===== src/rtl/change_dispenser.sv =====
// Coin payout sequencer: pulses nickel/dime solenoids, confirms each drop and tracks tube inventory.
// Optional CHANGE_SENSE_TIMEOUT_EN: fault when the drop sensor stays silent for TIMEOUT_CYCLES.
module change_dispenser #(
  parameter int unsigned PULSE_CYCLES   = 100000,
  parameter int unsigned GAP_CYCLES     = 200000,
  parameter int unsigned TIMEOUT_CYCLES = 5000000,
  parameter logic [7:0]  INIT_NICKELS   = 8'd20,
  parameter logic [7:0]  INIT_DIMES     = 8'd20
) (
  input  logic       clk,
  input  logic       reset_n,
  input  logic       r5,
  input  logic       r10,
  input  logic       r20,
  input  logic       coin_sensed,
  input  logic       refill,
  input  logic [7:0] refill_nickels,
  input  logic [7:0] refill_dimes,
  output logic       eject_nickel,
  output logic       eject_dime,
  output logic       busy,
  output logic       done,
  output logic       fault,
  output logic [7:0] remaining,
  output logic [7:0] nickel_count,
  output logic [7:0] dime_count
);

  localparam logic [2:0] S_IDLE      = 3'd0;
  localparam logic [2:0] S_SELECT    = 3'd1;
  localparam logic [2:0] S_PULSE     = 3'd2;
  localparam logic [2:0] S_WAIT_DROP = 3'd3;
  localparam logic [2:0] S_GAP       = 3'd4;
  localparam logic [2:0] S_DONE      = 3'd5;
  localparam logic [2:0] S_FAULT     = 3'd6;

  logic [2:0]  r_state;
  logic [31:0] r_cnt;
  logic        r_sel_dime;
  logic        r_sensed;
  logic        r_counted;
  logic [7:0]  r_prev_amt;
  logic [7:0]  r_remaining;
  logic [7:0]  r_nickels;
  logic [7:0]  r_dimes;

  logic [7:0]  w_amt;
  logic        w_accept;
  logic        w_take;
  logic [7:0]  w_coin_val;

  always_comb begin
    w_amt = '0;
    case ({r20, r10, r5})
      3'b001:  w_amt = 8'd5;
      3'b010:  w_amt = 8'd10;
      3'b011:  w_amt = 8'd15;
      3'b100:  w_amt = 8'd20;
      default: w_amt = '0;
    endcase
  end

  assign w_accept   = (r_state == S_IDLE) && (w_amt != '0) && (r_prev_amt == '0);
  assign w_coin_val = r_sel_dime ? 8'd10 : 8'd5;
  // A drop latched during PULSE is booked on the PULSE->WAIT_DROP edge; r_counted then skips the wait.
  assign w_take = ((r_state == S_PULSE) && (r_cnt == '0) && (r_sensed || coin_sensed)) ||
                  ((r_state == S_WAIT_DROP) && !r_counted && coin_sensed);

  always_ff @(posedge clk or negedge reset_n) begin
    if (!reset_n) begin
      r_state     <= S_IDLE;
      r_cnt       <= '0;
      r_sel_dime  <= 1'b0;
      r_sensed    <= 1'b0;
      r_counted   <= 1'b0;
      r_prev_amt  <= '0;
      r_remaining <= '0;
      r_nickels   <= INIT_NICKELS;
      r_dimes     <= INIT_DIMES;
    end else begin
      r_prev_amt <= w_amt;
      case (r_state)
        S_IDLE: begin
          if (refill) begin
            r_nickels <= refill_nickels;
            r_dimes   <= refill_dimes;
          end
          if (w_accept) begin
            r_remaining <= w_amt;
            r_state     <= S_SELECT;
          end
        end
        S_SELECT: begin
          r_sensed <= 1'b0;
          r_cnt    <= PULSE_CYCLES - 1;
          if (r_remaining == '0) begin
            r_state <= S_DONE;
          end else if ((r_remaining >= 8'd10) && (r_dimes != '0)) begin
            r_sel_dime <= 1'b1;
            r_state    <= S_PULSE;
          end else if (r_nickels != '0) begin
            r_sel_dime <= 1'b0;
            r_state    <= S_PULSE;
          end else begin
            r_state <= S_FAULT;
          end
        end
        S_PULSE: begin
          if (coin_sensed) r_sensed <= 1'b1;
          if (r_cnt == '0) begin
            r_cnt     <= TIMEOUT_CYCLES - 1;
            r_counted <= r_sensed || coin_sensed;
            r_sensed  <= 1'b0;
            r_state   <= S_WAIT_DROP;
          end else begin
            r_cnt <= r_cnt - 32'd1;
          end
        end
        S_WAIT_DROP: begin
          if (r_counted || coin_sensed) begin
            r_counted <= 1'b0;
            r_cnt     <= GAP_CYCLES - 1;
            r_state   <= S_GAP;
          end else begin
`ifdef CHANGE_SENSE_TIMEOUT_EN
            if (r_cnt == '0) r_state <= S_FAULT;
            else             r_cnt   <= r_cnt - 32'd1;
`else
            r_state <= S_WAIT_DROP;
`endif
          end
        end
        S_GAP: begin
          if (r_cnt == '0) r_state <= S_SELECT;
          else             r_cnt   <= r_cnt - 32'd1;
        end
        S_DONE: r_state <= S_IDLE;
        S_FAULT: begin
          if (refill) begin
            r_nickels <= refill_nickels;
            r_dimes   <= refill_dimes;
            r_state   <= S_SELECT;
          end
        end
        default: r_state <= S_IDLE;
      endcase
      if (w_take) begin
        r_remaining <= r_remaining - w_coin_val;
        if (r_sel_dime) r_dimes   <= r_dimes - 8'd1;
        else            r_nickels <= r_nickels - 8'd1;
      end
    end
  end

  assign eject_nickel = (r_state == S_PULSE) && !r_sel_dime;
  assign eject_dime   = (r_state == S_PULSE) && r_sel_dime;
  assign busy         = (r_state != S_IDLE);
  assign done         = (r_state == S_DONE);
  assign fault        = (r_state == S_FAULT);
  assign remaining    = r_remaining;
  assign nickel_count = r_nickels;
  assign dime_count   = r_dimes;

endmodule


===== config.mk =====
export PLATFORM = sky130hd
export DESIGN_NAME = change_dispenser
export DESIGN_NICKNAME = d
export VERILOG_FILES = /design/src/rtl/change_dispenser.sv
export SDC_FILE = /design/constraint.sdc
export NUM_CORES = 1
export LEC_CHECK = 0
export ABC_AREA = 1
export BUFFER_PORTS_ARGS = -buffer_cell sky130_fd_sc_hd__buf_2
export CORE_ASPECT_RATIO = 0.75
export CORE_MARGIN = 4
export CORE_UTILIZATION = 54
export DETAILED_ROUTE_END_ITERATION = 7
export GPL_TIMING_DRIVEN = 0
export PLACE_DENSITY = 0.73
export SYNTH_ARGS = -nofsm -noshare
export SYNTH_HDL_FRONTEND = slang
export SYNTH_SLANG_ARGS = --single-unit

===== constraint.sdc =====
create_clock -name clk -period 2.1 [get_ports clk]
set_clock_uncertainty 0.15 [all_clocks]
set_input_delay 0.105 -clock clk [delete_from_list [all_inputs] [get_ports clk]]
set_output_delay 0.105 -clock clk [all_outputs]
set_load 0.02 [all_outputs]

# Word level (Yosys, flattened, before mapping)
# Cells that the tools add are included.
dict set report word_totals {
  inputBits 23
  word_cells 101
  reg_bits 70
}
dict set report op_classes {
  magnitude_cmp 1
  addsub 4
  n_eq_ne 17
  reduce_logical 35
  muxes 34
  bitwise 1
}
# op n
set ops {}
lappend ops {{$pmux W32 S4} 1}
lappend ops {{$mux W32} 3}
lappend ops {{$mux W8} 11}
lappend ops {{$logic_not A32 Y1} 1}
lappend ops {{$sub A32 B1 Y32 const B} 1}
lappend ops {{$mux W3} 8}
lappend ops {{$reduce_bool A8 Y1} 3}
lappend ops {{$pmux W5 S4} 1}
lappend ops {{$pmux W3 S6} 1}
lappend ops {{$logic_not A8 Y1} 2}
lappend ops {{$sub A8 B1 Y8 const B} 2}
lappend ops {{$eq A3 B2 Y1 const B} 4}
lappend ops {{$eq A3 B3 Y1 const B} 4}
lappend ops {{$ne A2 B2 Y1 const B} 5}
lappend ops {{$reduce_bool A2 Y1} 5}
lappend ops {{$logic_and A1 B1 Y1} 9}
lappend ops {{$reduce_and A3 Y1} 3}
lappend ops {{$ge A8 B4 Y1 const B} 1}
lappend ops {{$sub A8 B4 Y8} 1}
lappend ops {{$eq A3 B1 Y1 const B} 2}
lappend ops {{$mux W1} 6}
lappend ops {{$mux W4} 1}
lappend ops {{$pmux W1 S2} 2}
lappend ops {{$reduce_and A2 Y1} 2}
lappend ops {{10 further kinds} 13}

# Longest topological paths before layout
# Gate-level depths: netlist of the first run.
dict set report depth {
  word_depth 8
  ltp_mapped 13
}

# Worst setup path after synthesis of the first run
# No wires, ideal clock.
dict set report synth_timing {
  kind {register -> register}
  start {reg r_sel_dime}
  end {reg r_remaining[4], in the netlist remaining[4]}
  slack_ns -0.003
  arrival_time_ns 1.824
  n_path_buf 1
  period_less_slack_ns 2.103
  path_stages_with_launch 11
  cell_sequence {dfrtp_1 -> clkbuf_2 -> inv_1 -> ha_1 -> fa_1 -> inv_1 -> a31oi_1 -> xor2_1 -> nand2_1 -> o21ai_0 -> o21ai_0}
}
dict set report synth_between {
  elab_chain_len 3
}
# element line
set synth_lines {}
lappend synth_lines {{start, declared} 39} ;# logic r_sel_dime;
lappend synth_lines {{start signal, assigned} 73} ;# r_sel_dime <= 1'b0;
lappend synth_lines {{start signal, assigned} 99} ;# r_sel_dime <= 1'b1;
lappend synth_lines {{start signal, assigned} 102} ;# r_sel_dime <= 1'b0;
lappend synth_lines {{$mux W4} 64} ;# assign w_coin_val = r_sel_dime ? 8'd10 : 8'd5;
lappend synth_lines {{$sub A8 B4 Y8} 148} ;# r_remaining <= r_remaining - w_coin_val;
lappend synth_lines {{$mux W8} 147} ;# if (w_take) begin
lappend synth_lines {{end signal, assigned} 89} ;# r_remaining <= w_amt;
lappend synth_lines {{end signal, assigned} 148}
lappend synth_lines {{end, declared} 43} ;# logic [7:0] r_remaining;
# No other way between the ends.
# A chain may end at the register's enable or synchronous reset.

# Worst setup path in the final report of the first run
dict set report layout_timing {
  start {reg r_cnt[18]}
  end {reg r_dimes[5], in the netlist dime_count[5]}
}
dict set report layout_between {
  elab_chain_len 5
}
# element line
set layout_lines {}
lappend layout_lines {{start, declared} 38} ;# logic [31:0] r_cnt;
lappend layout_lines {{start signal, assigned} 95} ;# r_cnt <= PULSE_CYCLES - 1;
lappend layout_lines {{start signal, assigned} 111} ;# r_cnt <= TIMEOUT_CYCLES - 1;
lappend layout_lines {{start signal, assigned} 116} ;# r_cnt <= r_cnt - 32'd1;
lappend layout_lines {{$logic_not A32 Y1} 66} ;# assign w_take = ((r_state == S_PULSE) && (r_cnt == '0) && (r_sensed || coin_sensed)) ||
lappend layout_lines {{$logic_and A1 B1 Y1 (2 in a row)} 66}
lappend layout_lines {{$logic_or A1 B1 Y1} 66}
lappend layout_lines {{$mux W8} 147}
lappend layout_lines {{end signal, assigned} 86} ;# r_dimes <= refill_dimes;
lappend layout_lines {{end signal, assigned} 141} ;# r_dimes <= refill_dimes;
lappend layout_lines {{end signal, assigned} 149} ;# if (r_sel_dime) r_dimes <= r_dimes - 8'd1;
lappend layout_lines {{end, declared} 45} ;# logic [7:0] r_dimes;
# No other way between the ends.

==> results.cfg, run 1 <==
[outcome]
status = finished clean

[finish]
stdcell_count = 893
syn2layout_area_growth_pct = 29.3
antenna_cells = 0
n_fill_cell = 694
utilization_pct = 72.2
layout_commonest_cell = nand2_1
final_nets = 813
final_cell_mix = 186 x nand2_1, 91 x nor2_1, 67 x inv_1
drive_gt1_share_pct = 25.1

[route]
postRouteAntennaNets = 0
drtIter0Drc = 496
first_pass_iters = 5
avgViaCountPerCell = 5.41
drc = 0
drt_wl_total_um = 13900
vias = 4832
wl_per_cell_um = 15.6

[power_and_ir_drop]
ir_worst_vdd_uv = 476
power_density_mw_per_mm2 = 485
finalPower_uw = 2970
p_leak_uw = 0.00314

[worst_setup_path]
start_kind = flip-flop
cp_data_arrival_time_ns = 2.12
cp_max_fo = 6
critPathRequiredTime_ns = 2.17
path_class = flip-flop to flip-flop
critPathCaptureType = flip-flop

[global_routing]
grt_first_pass_wirelength_um = 21700
grt_max_degree = 67
grt_pass1_vias = 4458
antenna_found_initial = 0
track_usage_pct = 26.7
grt_overflow = 0

[die]
rows = 29
initial_core_util_pct = 55.8
dieArea_mm2 = 0.0104
die-width_um = 116
dieHeight_um = 89.1
placeableCoreArea_mm2 = 0.00849
io_pins = 52

[placement]
dp_hpwl_um = 9470
place_congestion = 0.972
port_buffers = 51
dp_cells = 835
place_ws_ns = -0.194

[sta]
final.min_clock_period_ns = 2.05
max_freq_ghz = 0.488
final_max_slew_viol_count = 0
setup_viol = 0
setup_ws_ns = 0.0488
layout_worst_path_cycle_share_pct = 97.7
worst_slew_pin_slew_ns = 0.873
slew_headroom_pct = 41.8
rsz0062_at_grt = yes
hold_viol = 0
holdWs_ns = 0.0188

[synth]
synth_cell_types = 38
synth-edff-count = 0
avgSynthCellArea_um2 = 7.01
ys_ff_latch = 66
synthesis.nets = 709
yosys_warnings = 0
synthArstFlopShare_pct = 100
synth_cells = 676
synth_flop_cell = dfrtp_1
seq_area_frac_synth_pct = 35.0
syn_area_mm2 = 0.00474

[flow_run]
drv_cap = 0

[worst_hold_path]
min_path_type = input pin to flip-flop

[clock_network]
cts_buffer_depth = 2
clkTransAtPathRegs_ns = 0.06
clkSinkCount = 66
clkLatencyLatePin_ns = 0.34
cts-buffers-inserted = 9
htree_levels = 3
cts_tree = built
cts-root-buf = clkbuf_16
layer usage:
metal / GRT usage, % / vias to the layer above / part of all wire [%]
li1: - / 2352 / -
met1: 39.1 / 2275 / 46
met2: 39.4 / 181 / 44
met3: 5.68 / 24 / 8.3
met4: 9.17 / 0 / 1.9
met5: 0 / - / 0
critical path, cell delays in order, from the launching register on:
cell,delay (ns)
dfrtp_1,0.42
nor2_1,0.19
nand2_1,0.12
nor2_1,0.13
nand2_2,0.10
nor2_8,0.18
nand3_4,0.15
nand2_8,0.16
nand2_8,0.07
buf_8,0.14
nand2_2,0.07
o21ai_2,0.05
timing repair:
action / in CTS / in global routing
pin swaps: 1 / 13
hold buffers: 21 / 0
resized for setup: 11 / 67
cloned: 0 / 3
buffers inserted: 8 / 10
endpoints found under the hold margin: 84 / 0
endpoints found under the setup margin: 55 / 57
cell type report:
cell class / instances / area, um2 / area share [%]
well taps: 108 / 135 / 2.21
flip-flops and latches: 66 / 1660 / 27.1
multi-input cells: 522 / 2920 / 47.7
inverters: 77 / 297 / 4.84
clock inverters: 1 / 30.0 / 0.490
clock buffers: 15 / 288 / 4.70
plain buffers: 12 / 130 / 2.12
repair buffers: 92 / 666 / 10.9
Yosys cell counts, types with 10 or more instances:
cell type | instances | share of area, %
a21oi_1 | 13 | 1.4
nor2_1 | 108 | 8.6
mux2_2 | 12 | 2.9
nand3_1 | 47 | 5.0
nand4_1 | 12 | 1.6
nand2_1 | 197 | 16
dfrtp_1 | 62 | 33
o21ai_0 | 24 | 2.5
inv_1 | 72 | 5.7
xor2_1 | 32 | 5.9
o21ai_2 | 10 | 1.8
path summary, 6_finish.rpt:
check	to	from	cells after the start	slack [ns]
worst max-delay path	dime_count[5]$_DFF_PN0_	r_cnt[18]$_DFFE_PN0P_	11	0.05
worst min-delay path	dime_count[4]$_DFF_PN1_	refill	5	0.02
worst max register to register	dime_count[5]$_DFF_PN0_	r_cnt[18]$_DFFE_PN0P_	11	0.05
worst min register to register	nickel_count[0]$_DFF_PN0_	nickel_count[0]$_DFF_PN0_	1	0.36
max in group asynchronous	r_cnt[3]$_DFFE_PN0P_	reset_n	2	0.94
min in group asynchronous	r_cnt[31]$_DFFE_PN0P_	reset_n	2	0.26
report_power, final:
part	internal [uW]	total (uW)	switching (uW)	leakage [uW]
registers	1280	1280	1.03	0.000784
logic	44.4	91.0	46.5	0.00220
clock network	1050	1600	555	0.000156
cells by family (layout without fill, tap and decap cells):
group,count (synthesis),count (layout),share of synthesized area [%]
flops,66,66,35.0
buf+inv,89,197,8.18
xor+xnor,35,35,6.47
simple gates,395,396,36.1
fa+ha+maj,10,10,2.80
mux,12,12,2.85
compound gates,69,69,8.69
state kept, by name (all words and copies together) (netlist names):
name	cells
r_sensed	1
r_state	3
r_cnt	32
r_sel_dime	1
r_counted	1
r_prev_amt	4
remaining	8
dime_count	8
nickel_count	8
through the flow:
stage                     area [um2]  TNS (ns)
after floorplan                 4740         0
after global placement          5130     -4.11
after detailed placement        5130     -4.68
after CTS                       5760         0
after global routing            6130    -0.819
final                           6130         0
(Power assumes the default switching activity.)
==> inputs of run 2 (changes only) <==
- HOLD_SLACK_MARGIN: default -> 0.08
==> run 2 against run 1 <==
First-iteration DRC count decreased by 10%; die area unchanged; clock-buffer cell count unchanged; highest routed layer unchanged; clock power about the same; critical path type unchanged; sequential share of layout area about the same; worst setup slack got worse by 0.0044 ns; sequential cell count unchanged.
==> results.cfg, run 2 (synthesis gave the netlist of run 1 again) <==
[clock_network]
cts-root-buf = clkbuf_16
cts_tree = built
clkLatencyLatePin_ns = 0.34
clkTransAtPathRegs_ns = 0.06
cts_buffer_depth = 2
htree_levels = 3
cts-buffers-inserted = 9
clkSinkCount = 66

[finish]
stdcell_count = 894
largest_register_ffs = 32
regMostFlops = r_cnt
syn2layout_area_growth_pct = 29.5
antenna_cells = 0
final_area_mm2 = 0.00614
drive_gt1_share_pct = 25.1
layout_commonest_cell = nand2_1
final_cell_mix = 186 x nand2_1, 91 x nor2_1, 67 x inv_1
final_nets = 814
n_fill_cell = 694

[worst_setup_path]
r2r_slack_ns = 0.04
critPathTopFamily = simple AND/OR/NAND/NOR gates
critPathCaptureType = flip-flop
crit_start = r_cnt[1]$_DFFE_PN0P_
cp_slowest_stage_delay_ns = 0.39
cp_common_cell = nand2_8
path_cells = inv_2 -> ha_4 -> nand2_8 -> nor2_4 -> nand2_4 -> nor2_8 -> nand3_4 -> nand2_8 -> nand2_8 -> buf_8 -> nand2_2 -> o21ai_2
crit_end = dime_count[5]$_DFF_PN0_
worstReg2RegEnd = dime_count[5]$_DFF_PN0_
start_kind = flip-flop
critPathRequiredTime_ns = 2.18
crit-reg2reg-launch = r_cnt[1]$_DFFE_PN0P_
reg2reg_depth = 12
cp_max_fo = 6
path_buf_inv = 2
cp_data_arrival_time_ns = 2.13
cp.depth = 12
critPathSlowestCell = dfrtp_1
path_class = flip-flop to flip-flop

[die]
rows = 29
die-width_um = 116
placeableCoreArea_mm2 = 0.00849
initial_core_util_pct = 55.8
dieHeight_um = 89.1
dieArea_mm2 = 0.0104
io_pins = 52

[sta]
slew_headroom_pct = 41.5
rsz0062_at_grt = yes
layout_worst_path_cycle_share_pct = 97.9
setup_tns_ns = 0
max_freq_ghz = 0.486
final_max_slew_viol_count = 0
setup_viol = 0
final.min_clock_period_ns = 2.06
hold_viol = 0
worst_slew_pin_slew_ns = 0.877

[global_routing]
grt_max_degree = 67
grt_first_pass_wirelength_um = 21700
antenna_found_initial = 0
grt_pass1_vias = 4469
grt_overflow = 0
track_usage_pct = 26.8

[worst_hold_path]
min_path_type = input pin to asynchronous set/reset pin

[placement]
place_area_mm2 = 0.00513
dp_cells = 835
port_buffers = 51
dp_hpwl_um = 9470
place_congestion = 0.972

[route]
drt_wl_total_um = 14000
postRouteAntennaNets = 0
avgViaCountPerCell = 5.41
drc = 0
wl_per_cell_um = 15.6
first_pass_iters = 6
vias = 4834
drtIter0Drc = 446

[power_and_ir_drop]
ir_worst_vdd_uv = 478
power_density_mw_per_mm2 = 485
p_leak_uw = 0.00314

[outcome]
status = finished clean

[flow_run]
drv_cap = 0
## run 2: worst register-to-register path: cells and delay by family (launching register included)
family | cells | cell delay (ns)
AND/OR/NAND/NOR | 8 | 0.97
AO/OA/AOI/OAI | 1 | 0.05
adder cells (fa/ha/maj) | 1 | 0.17
flip-flops | 1 | 0.39
buffers and inverters | 2 | 0.22
## run 2: what timing repair did
item	in CTS	in global routing
hold buffers	22	0
endpoints found under the hold margin	86	0
buffers inserted	8	10
resized for setup	11	67
cloned	0	3
pin swaps	1	13
endpoints found under the setup margin	55	57
## run 2: power breakdown
part	switching [uW]	leakage (uW)	internal, uW
clock	558	0.000156	1050
combinational	46.9	0.00220	45.6
sequential	1.03	0.000784	1280
total	606	0.00314	2370
## run 2: final cells by class
class                   instances  area (um2)  area share (%)
flip-flops and latches         66        1660            27.1
well taps                     108         135            2.20
plain buffers                  12         130            2.12
clock inverters                 1        30.0           0.489
inverters                      77         297            4.83
repair buffers                 93         676            11.0
clock buffers                  15         288            4.69
multi-input cells             522        2920            47.6
## run 2: metal layers
layer / global-route usage [%] / wire length (um)
met1: 39.3 / 6540
met2: 39.7 / 6140
met3: 5.62 / 1050
met4: 8.85 / 254
met5: 0 / 0
## run 2: metrics by stage
stage               utilization, %  total power [uW]  setup WS [ns]  hold slack (ns)
detailed placement            60.4              1360         -0.194            0.130
floorplan                        -              1310         0.0661           -0.341
global route                  72.3              3080        -0.0568            0.344
global placement              60.4              1360         -0.150            0.155
finish                        72.3              2980         0.0444            0.265
CTS                           68.0              3010        0.00677            0.321
## run 2: worst min-delay path by stage
| stage | cells after the start | slack, ns | endpoint | from |
|---|---|---|---|---|
| after floorplan | 0 | -0.34 | dime_count[0]$_DFF_PN0_ | reset_n |
| after global placement | 2 | 0.15 | r_prev_amt[4]$_DFF_PN0_ | r10 |
| after detailed placement | 1 | 0.13 | r_cnt[13]$_DFFE_PN0P_ | reset_n |
| after CTS | 2 | 0.32 | r_cnt[31]$_DFFE_PN0P_ | reset_n |
| after global routing | 2 | 0.34 | r_cnt[31]$_DFFE_PN0P_ | reset_n |
| final | 2 | 0.26 | r_cnt[31]$_DFFE_PN0P_ | reset_n |
==> inputs of run 3 (changes only) <==
- CORE_MARGIN: 4 -> 2
==> run 3 against run 2 <==
Non-clock buffer count decreased by 3; clock power decreased by 3%; clock-buffer cell count decreased by 4; combinational power decreased by 2.5%.
==> results.cfg, run 3 (synthesis gave the netlist of run 1 again) <==
[outcome]
status = finished clean

[finish]
layout_commonest_cell = nand2_1
drive_gt1_share_pct = 24.4
stdcell_count = 890
antenna_cells = 0
syn2layout_area_growth_pct = 26.2
final_area_mm2 = 0.00598
n_fill_cell = 702
regMostFlops = r_cnt
final_cell_mix = 190 x nand2_1, 93 x nor2_1, 68 x inv_1
largest_register_ffs = 32
final_nets = 810

[sta]
layout_worst_path_cycle_share_pct = 97.9
final.min_clock_period_ns = 2.06
setup_viol = 0
max_freq_ghz = 0.487
slew_headroom_pct = 42.5
rsz0062_at_grt = yes
hold_viol = 0
worst_slew_pin_slew_ns = 0.862
final_max_slew_viol_count = 0

[worst_setup_path]
critPathSlowestCell = dfrtp_1
cp_max_fo = 4
path_buf_inv = 1
cp_data_arrival_time_ns = 2.13
path_class = flip-flop to flip-flop
start_kind = flip-flop
critPathCaptureType = flip-flop
cp_common_cell = nand2_1
critPathTopFamily = compound AO/OA/AOI/OAI gates
path_cells = buf_4 -> ha_1 -> a21oi_1 -> o21ai_1 -> a21oi_2 -> nand3_1 -> xor2_1 -> nand2_1 -> nand2_1
critPathRequiredTime_ns = 2.18
cp_slowest_stage_delay_ns = 0.40

[global_routing]
track_usage_pct = 28.6
grt_overflow = 0
grt_max_degree = 67
grt_pass1_vias = 4445
grt_first_pass_wirelength_um = 21600
antenna_found_initial = 0

[clock_network]
clkSinkCount = 66
cts_tree = built
cts-buffers-inserted = 9
clkTransAtPathRegs_ns = 0.06
htree_levels = 3
clkLatencyLatePin_ns = 0.34
cts-root-buf = clkbuf_16
cts_buffer_depth = 2

[route]
avgViaCountPerCell = 5.39
drc = 0
first_pass_iters = 5
drt_wl_total_um = 13400
vias = 4793
wl_per_cell_um = 15.1
drtIter0Drc = 396
postRouteAntennaNets = 0

[placement]
dp_cells = 835
place_congestion = 0.978
port_buffers = 51
place_area_mm2 = 0.00513
dp_hpwl_um = 9400

[die]
placeableCoreArea_mm2 = 0.00849
io_pins = 52
dieHeight_um = 85.1
initial_core_util_pct = 55.8
die-width_um = 112
rows = 29
dieArea_mm2 = 0.00955

[power_and_ir_drop]
p_leak_uw = 0.00311
p_comb_share_pct = 3.1
power.switching_uw = 626
seqPwrFrac_pct = 43.7
clockPowerShare_pct = 53.2
power_density_mw_per_mm2 = 489
p_int_uw = 2300
sw_frac_of_total_pct = 21.4
ir_worst_vdd_uv = 550

[worst_hold_path]
min_path_type = input pin to flip-flop

[flow_run]
drv_cap = 0
[run 3: cell count changes in the layout (fill, tap and decap cells not counted), moves of 2 or more]
cell | previous run | this run
nor2_1 | 91 | 93
clkinv_2 | 0 | 3
nand2_1 | 186 | 190
nand2_8 | 4 | 1
clkbuf_16 | 11 | 9
clkbuf_8 | 4 | 2
nand2_2 | 13 | 10
clkbuf_1 | 2 | 0
buf_6 | 4 | 6
buf_8 | 4 | 1
nand3_2 | 2 | 4
[run 3: final timing paths]
check                                  startpoint                        to  slack [ns]  cells after the start
min in group asynchronous                 reset_n     r_cnt[28]$_DFFE_PN0P_        0.27                      2
max in group asynchronous                 reset_n     r_cnt[27]$_DFFE_PN0P_        0.91                      2
min reg2reg                  r_sensed$_DFFE_PN0P_      r_sensed$_DFFE_PN0P_        0.36                      2
min                                        refill    r_state[1]$_DFFE_PN0P_        0.16                      5
max                        r_sel_dime$_DFFE_PN0P_  remaining[7]$_DFFE_PN0P_        0.04                      9
max reg2reg                r_sel_dime$_DFFE_PN0P_  remaining[7]$_DFFE_PN0P_        0.04                      9
[run 3: layout make-up]
cell class / count / area, um2 / share of cell area (%)
well taps: 108 / 135 / 2.26
multi-input cells: 521 / 2860 / 47.9
repair buffers: 90 / 606 / 10.1
clock buffers: 11 / 253 / 4.23
inverters: 77 / 294 / 4.92
plain buffers: 12 / 115 / 1.93
clock inverters: 5 / 52.6 / 0.879
flip-flops and latches: 66 / 1660 / 27.8
[run 3: power groups by stage]
| stage | clock network (uW) | registers (uW) | logic [uW] |
|---|---|---|---|
| global route | 1630 | 1280 | 101 |
| detailed placement | 0 | 1300 | 61.3 |
| CTS | 1570 | 1280 | 91.3 |
| floorplan | 0 | 1300 | 9.61 |
| global placement | 0 | 1300 | 59.9 |
| finish | 1560 | 1280 | 90.2 |
[run 3: per-stage QoR]
stage	power [uW]	TNS, ns	setup WS [ns]	hold slack, ns	util [%]
2_1_floorplan	1310	0	0.0661	-0.341	-
4_1_cts	2940	0	0.000839	0.104	67.7
5_1_grt	3010	-0.114	-0.0257	0.148	70.4
6_report	2920	0	0.0447	0.155	70.4
3_3_place_gp	1360	-2.59	-0.150	0.152	60.4
3_5_place_dp	1360	-5.05	-0.202	0.126	60.4
[run 3: worst reg2reg max path, cell delays in order, from the launching register on]
cell	delay [ns]
dfrtp_1	0.40
buf_4	0.16
ha_1	0.36
a21oi_1	0.18
o21ai_1	0.13
a21oi_2	0.20
nand3_1	0.10
xor2_1	0.15
nand2_1	0.06
nand2_1	0.05
[run 3: layer usage]
layer,GRT usage [%],vias to the layer above,share of wire [%]
met5,0,-,0
met4,7.65,0,1.3
li1,-,2348,-
met3,7.21,19,8.0
met1,41.8,2250,47
met2,42.7,176,44
[run 3: what timing repair did]
action | CTS | global route
setup buffers | 6 | 11
gates cloned | 0 | 0
hold buffers | 22 | 0
gates resized for setup | 13 | 49
pin swaps | 1 | 7
endpoints found under the setup margin | 55 | 56
hold endpoints to repair | 87 | 0
